File: config.mk
export PLATFORM = sky130hd
export DESIGN_NAME = wishbone_register_slave
export DESIGN_NICKNAME = d
export VERILOG_FILES = /design/src/rtl/wishbone_register_slave.sv
export SDC_FILE = /design/constraint.sdc
export NUM_CORES = 1
export LEC_CHECK = 0
export BUFFER_PORTS_ARGS = -buffer_cell sky130_fd_sc_hd__buf_4
export CORE_AREA = 2 2 233 235
export DETAILED_ROUTE_END_ITERATION = 10
export DIE_AREA = 0 0 235 237
export SYNTH_ARGS = -nofsm -noshare
export SYNTH_HDL_FRONTEND = slang
export SYNTH_SLANG_ARGS = --single-unit
File: constraint.sdc
create_clock -name clk -period 9.1 [get_ports clk]
set_input_delay 0.455 -clock clk [delete_from_list [all_inputs] [get_ports clk]]
set_output_delay 0.455 -clock clk [all_outputs]
set_load 0.02 [all_outputs]
File: src/rtl/wishbone_register_slave.sv
// Wishbone register-file responder: CONTROL, STATUS, interrupt enable/status and scratch words,
// each access acknowledged after a fixed wait-state count, with a level interrupt from event edges.
module wishbone_register_slave #(
  parameter int unsigned ACK_LATENCY = 1,
  parameter int unsigned NUM_EVENTS  = 8,
  parameter int unsigned NUM_SCRATCH = 4,
  parameter logic [31:0] CTRL_RESET  = 32'h0
) (
  input  logic                  clk,
  input  logic                  rst,
  input  logic [31:0]           wb_adr_i,
  input  logic [31:0]           wb_dat_i,
  output logic [31:0]           wb_dat_o,
  input  logic                  wb_stb_i,
  input  logic                  wb_cyc_i,
  input  logic                  wb_we_i,
  input  logic                  wb_msk_i,
  input  logic [3:0]            wb_sel_i,
  output logic                  wb_ack_o,
  output logic                  wb_int_o,
  input  logic [31:0]           status_i,
  input  logic [NUM_EVENTS-1:0] event_i,
  output logic [31:0]           ctrl_o
);

  typedef enum logic [1:0] {S_IDLE, S_WAIT, S_ACK, S_DONE} state_t;

  state_t                 state_q;
  logic [3:0]             cnt_q;
  logic [31:0]            adr_q;
  logic [31:0]            wdat_q;
  logic                   we_q;
  logic [3:0]             sel_q;
  logic                   ack_q;
  logic [31:0]            rdat_q;
  logic                   int_q;
  logic [31:0]            ctrl_q;
  logic [NUM_EVENTS-1:0]  ien_q;
  logic [NUM_EVENTS-1:0]  ist_q;
  logic [NUM_EVENTS-1:0]  event_q;
  logic [31:0]            scratch_q [NUM_SCRATCH];

  logic [31:0]            bmask;
  logic [NUM_SCRATCH-1:0] scr_hit;
  logic                   hit_ctrl;
  logic                   hit_stat;
  logic                   hit_ien;
  logic                   hit_ist;
  logic                   commit;
  logic [31:0]            rdata_d;
  logic [31:0]            ctrl_d;
  logic [NUM_EVENTS-1:0]  ien_d;
  logic [NUM_EVENTS-1:0]  ist_d;
  logic [NUM_EVENTS-1:0]  w1c;
  logic [NUM_EVENTS-1:0]  ev_edge;
  logic                   unused_msk;

  assign unused_msk = wb_msk_i;

  for (genvar gi = 0; gi < 4; gi++) begin : g_bmask
    assign bmask[8*gi +: 8] = {8{sel_q[gi]}};
  end

  for (genvar gi = 0; gi < NUM_SCRATCH; gi++) begin : g_scr_hit
    assign scr_hit[gi] = (adr_q == 32'(4 + gi));
  end

  assign hit_ctrl = (adr_q == 32'd0);
  assign hit_stat = (adr_q == 32'd1);
  assign hit_ien  = (adr_q == 32'd2);
  assign hit_ist  = (adr_q == 32'd3);
  assign commit   = (state_q == S_ACK) && we_q;

  always_comb begin
    rdata_d = '0;
    if (hit_ctrl) rdata_d = ctrl_q;
    if (hit_stat) rdata_d = status_i;
    if (hit_ien)  rdata_d[NUM_EVENTS-1:0] = ien_q;
    if (hit_ist)  rdata_d[NUM_EVENTS-1:0] = ist_q;
    for (int i = 0; i < NUM_SCRATCH; i++) begin
      if (scr_hit[i]) rdata_d = scratch_q[i];
    end
  end

  // Event set is applied after the W1C clear so a coincident edge keeps its bit.
  assign ev_edge = event_i & ~event_q;
  assign w1c     = (commit && hit_ist) ? (wdat_q[NUM_EVENTS-1:0] & bmask[NUM_EVENTS-1:0]) : '0;
  assign ist_d   = (ist_q & ~w1c) | ev_edge;
  assign ctrl_d  = (commit && hit_ctrl) ? ((ctrl_q & ~bmask) | (wdat_q & bmask)) : ctrl_q;
  assign ien_d   = (commit && hit_ien)
                   ? ((ien_q & ~bmask[NUM_EVENTS-1:0]) | (wdat_q[NUM_EVENTS-1:0] & bmask[NUM_EVENTS-1:0]))
                   : ien_q;

  always_ff @(posedge clk or posedge rst) begin
    if (rst) begin
      ctrl_q  <= CTRL_RESET;
      ien_q   <= '0;
      ist_q   <= '0;
      event_q <= '0;
      int_q   <= 1'b0;
      for (int i = 0; i < NUM_SCRATCH; i++) scratch_q[i] <= '0;
    end else begin
      ctrl_q  <= ctrl_d;
      ien_q   <= ien_d;
      ist_q   <= ist_d;
      event_q <= event_i;
      int_q   <= |(ist_q & ien_q);
      for (int i = 0; i < NUM_SCRATCH; i++) begin
        if (commit && scr_hit[i]) scratch_q[i] <= (scratch_q[i] & ~bmask) | (wdat_q & bmask);
      end
    end
  end

  always_ff @(posedge clk or posedge rst) begin
    if (rst) begin
      state_q <= S_IDLE;
      cnt_q   <= '0;
      adr_q   <= '0;
      wdat_q  <= '0;
      we_q    <= 1'b0;
      sel_q   <= '0;
      ack_q   <= 1'b0;
      rdat_q  <= '0;
    end else begin
      case (state_q)
        S_IDLE: begin
          ack_q <= 1'b0;
          if (wb_stb_i && wb_cyc_i) begin
            adr_q   <= wb_adr_i;
            wdat_q  <= wb_dat_i;
            we_q    <= wb_we_i;
            sel_q   <= wb_sel_i;
            cnt_q   <= 4'(ACK_LATENCY - 1);
            state_q <= S_WAIT;
          end
        end
        S_WAIT: begin
          if (!wb_cyc_i) begin
            state_q <= S_IDLE;
          end else if (cnt_q == 4'd0) begin
            ack_q   <= 1'b1;
            rdat_q  <= rdata_d;
            state_q <= S_ACK;
          end else begin
            cnt_q <= cnt_q - 4'd1;
          end
        end
        S_ACK: begin
          ack_q   <= 1'b0;
          rdat_q  <= '0;
          state_q <= S_DONE;
        end
        S_DONE: begin
          ack_q <= 1'b0;
          // Wait for the master to release stb so one strobe is never serviced twice.
          if (!wb_stb_i) state_q <= S_IDLE;
        end
        default: state_q <= S_IDLE;
      endcase
    end
  end

  assign wb_ack_o = ack_q;
  assign wb_dat_o = rdat_q;
  assign wb_int_o = int_q;
  assign ctrl_o   = ctrl_q;

endmodule

==> summary.txt <==
Run status
  – Status: finished clean

Setup path
  – Crit Path Category: register to register
  – Reg2Reg Depth: 5
  – Worst-path maximum fanout: 37
  – Worst Path Required: 9.53 ns
  – Worst setup SP type: register
  – Worst path arrival time: 3.90 ns
  – Crit end category: register
  – Worst r2r src: adr_q[0]$_DFFE_PP0P_
  – Worst Setup SP: adr_q[0]$_DFFE_PP0P_
  – R2r setup slk: 5.63 ns

Placement
  – Placement Cell Area: 15300 um2
  – Routability-driven placement congestion ratio: 0.759
  – DP HPWL: 26.0 mm
  – PortBufs: 178

Global route
  – Vias in the first global route: 9652
  – Global-route usage over all layers: 14.1%
  – Pin count of the biggest net entering global routing: 166
  – GR Overflow Total: 0
  – First-pass GRT wire length: 60.1 mm
  – Initial antenna violation count: 0

STA
  – Final setup viols: 0
  – Achievable frequency: 288 MHz
  – Final min period: 3.47 ns
  – Fin Setup TNS: 0 ns
  – RSZ-0062 raised after global routing: no
  – Final Max Slew Viols: 0
  – Worst-margin pin slew: 1.22 ns
  – Final hold vios: 0
  – Skew final: 0.0274 ns
  – Period utilization: 38.1%
  – Slew headroom: 18.1%

Route
  – Vias per inst: 4.64
  – Antenna-violating nets left: 0
  – Top sig layer: met4
  – Pre-antenna DRT Iters: 6
  – Drt wl/cell: 20.5 um
  – WL met3: 1.56 mm
  – DR WL met2: 18.7 mm
  – DRC: 0
  – Via count: 8862
  – Wl on met1: 17.8 mm
  – Total Routed Length: 39.1 mm
  – Initial detailed-routing violation count: 578

Floorplanning
  – Initial Utilization: 24.7%
  – I/O pins: 180
  – Die area: 55700 um2
  – Die Y: 237 um
  – Num rows: 85
  – Core area: 53300 um2
  – Die width: 235 um

Worst hold path
  – Hold Path Class: input port to async pin

Synth
  – Cell area after synthesis: 13200 um2
  – Yosys reg bits: 293
  – Post-synth top area share: 55.7%
  – Synth area leaders: dfrtp_1 56%, mux2_2 20%, nand2_1 2.9%
  – Synth warn: 0
  – Post-synth ARST share: 100%
  – Synth area leader: dfrtp_1
  – Yosys cell types: 52
  – Number of enable flip-flop cells after synthesis: 0
  – Synth top cells by count: 293 x dfrtp_1, 234 x mux2_2, 103 x nand2_1, 41 x clkbuf_1, 39 x o21ai_0
  – Gate Count Post-Synth: 1006
  – Most numerous cell in the Yosys netlist: dfrtp_1
  – Mean Syn Cell Area: 13.1 um2
  – Top_reg_cell synth: dfrtp_1
  – Syn nets: 1122
  – Sequential cell area fraction in the yosys report: 55.7%

CTS
  – # hold bufs at CTS: 3
  – Htree depth: 2
  – Root buf cell: clkbuf_16
  – Clk buf depth: 3
  – Post-CTS Setup Bufs: 0
  – CTS tree: built
  – TritonCTS buffer count: 35
  – Clock slew at reported path FFs: 0.06 ns
  – Post-cts resize count: 0
  – Worst-Skew Late Latency: 0.55 ns
  – Clock sink total: 293

Job
  – Max cap viols: 0

Cells and area
  – Post-route cell area: 16600 um2
  – Inserted Diodes: 0
  – Filler cells: 5302
  – Fraction of layout cells with a size suffix above 1: 46.4%
  – Layout area overhead: 25.9%
  – Nets: 1306

Power and ir drop
  – Maximum vdd drop: 0.000119 V
  – Leak Pwr: 7.83 nW
  – Power per cell area: 236 nW/um2
[critical path, cell delays in order (launching register included)]
cell	delay, ns
dfrtp_2	0.83
buf_4	0.52
and2_1	0.52
nand4_1	0.40
nor2_2	0.67
mux2_2	0.40
[layer usage]
metal | GRT usage (%) | vias to the layer above
met3 | 2.81 | 57
met2 | 23.3 | 176
met4 | 4.58 | 0
met1 | 18.5 | 4559
li1 | - | 4070
met5 | 0 | -
[logic make-up after synthesis]
group,after synthesis,share of synthesized area (%)
buffers and inverters,81,2.50
adder cells (fa/ha/maj),2,0.190
XOR/XNOR,2,0.133
flip-flops,293,55.7
AND/OR/NAND/NOR,193,8.15
multiplexers,275,24.3
AO/OA/AOI/OAI,160,9.04
[cell type report]
class                      count  area (um2)  area share (%)
multi-input combinational    632        5530            33.4
clock buffer                  50        1060            6.42
tap                          696         871            5.26
timing repair buffer         200        1520            9.18
clock inverter                12         133           0.800
sequential                   293        7330            44.3
inverter                      28         113           0.680
[cells in the final DEF (no fill, tap or decap), types with 3 or more instances in the layout]
cell type / synthesis / layout
a31o_2: 13 / 13
a21oi_1: 12 / 12
or3_1: 5 / 5
inv_1: 27 / 26
clkbuf_8: 0 / 11
nor3_2: 3 / 4
clkbuf_1: 41 / 3
nor2_2: 6 / 6
o21ai_0: 39 / 39
nand2_1: 103 / 103
nor2_1: 17 / 17
mux2_4: 24 / 24
a22o_1: 21 / 21
buf_4: 1 / 196
o221ai_1: 25 / 25
nand4_1: 3 / 3
nand2b_1: 15 / 15
dfrtp_1: 293 / 291
o2111ai_1: 7 / 7
mux2_2: 234 / 234
a2111oi_0: 23 / 23
nand3_1: 4 / 4
nor4_1: 8 / 6
nor4_2: 1 / 3
nor3_4: 9 / 9
a22oi_1: 16 / 16
mux2i_1: 15 / 15
clkinv_2: 0 / 6
dlygate4sd3_1: 0 / 3
clkbuf_16: 0 / 36
[metrics by stage]
step | power (mW) | utilization (%) | hold slack [ns] | setup slack, ns | cells
5_1_grt | 4.12 | 31.1 | 0.00901 | 5.44 | 1911
3_5_place_dp | 2.51 | 28.8 | 0.465 | 5.57 | 1846
3_3_place_gp | 2.49 | 28.8 | 0.457 | 5.58 | 1846
4_1_cts | 3.98 | 31.1 | 0.000659 | 5.55 | 1911
6_report | 3.91 | 31.1 | 0.00154 | 5.63 | 1911
2_1_floorplan | 2.17 | - | 0.472 | 0.554 | 1006
[power by group]
group / internal (mW) / switching (mW) / leakage, nW / total [mW]
registers: 1.48 / 0.246 / 3.88 / 1.72
logic: 0.316 / 0.438 / 3.35 / 0.754
clock network: 0.872 / 0.565 / 0.598 / 1.44
total: 2.66 / 1.25 / 7.83 / 3.91
[worst max-delay path by stage]
stage	endpoint	slack, ns
after detailed placement	register	5.57
after CTS	register	5.55
after global routing	register	5.44
final	register	5.63
after global placement	register	5.58
after floorplan	async pin	0.55
Power figures use the tool's default switching activity.
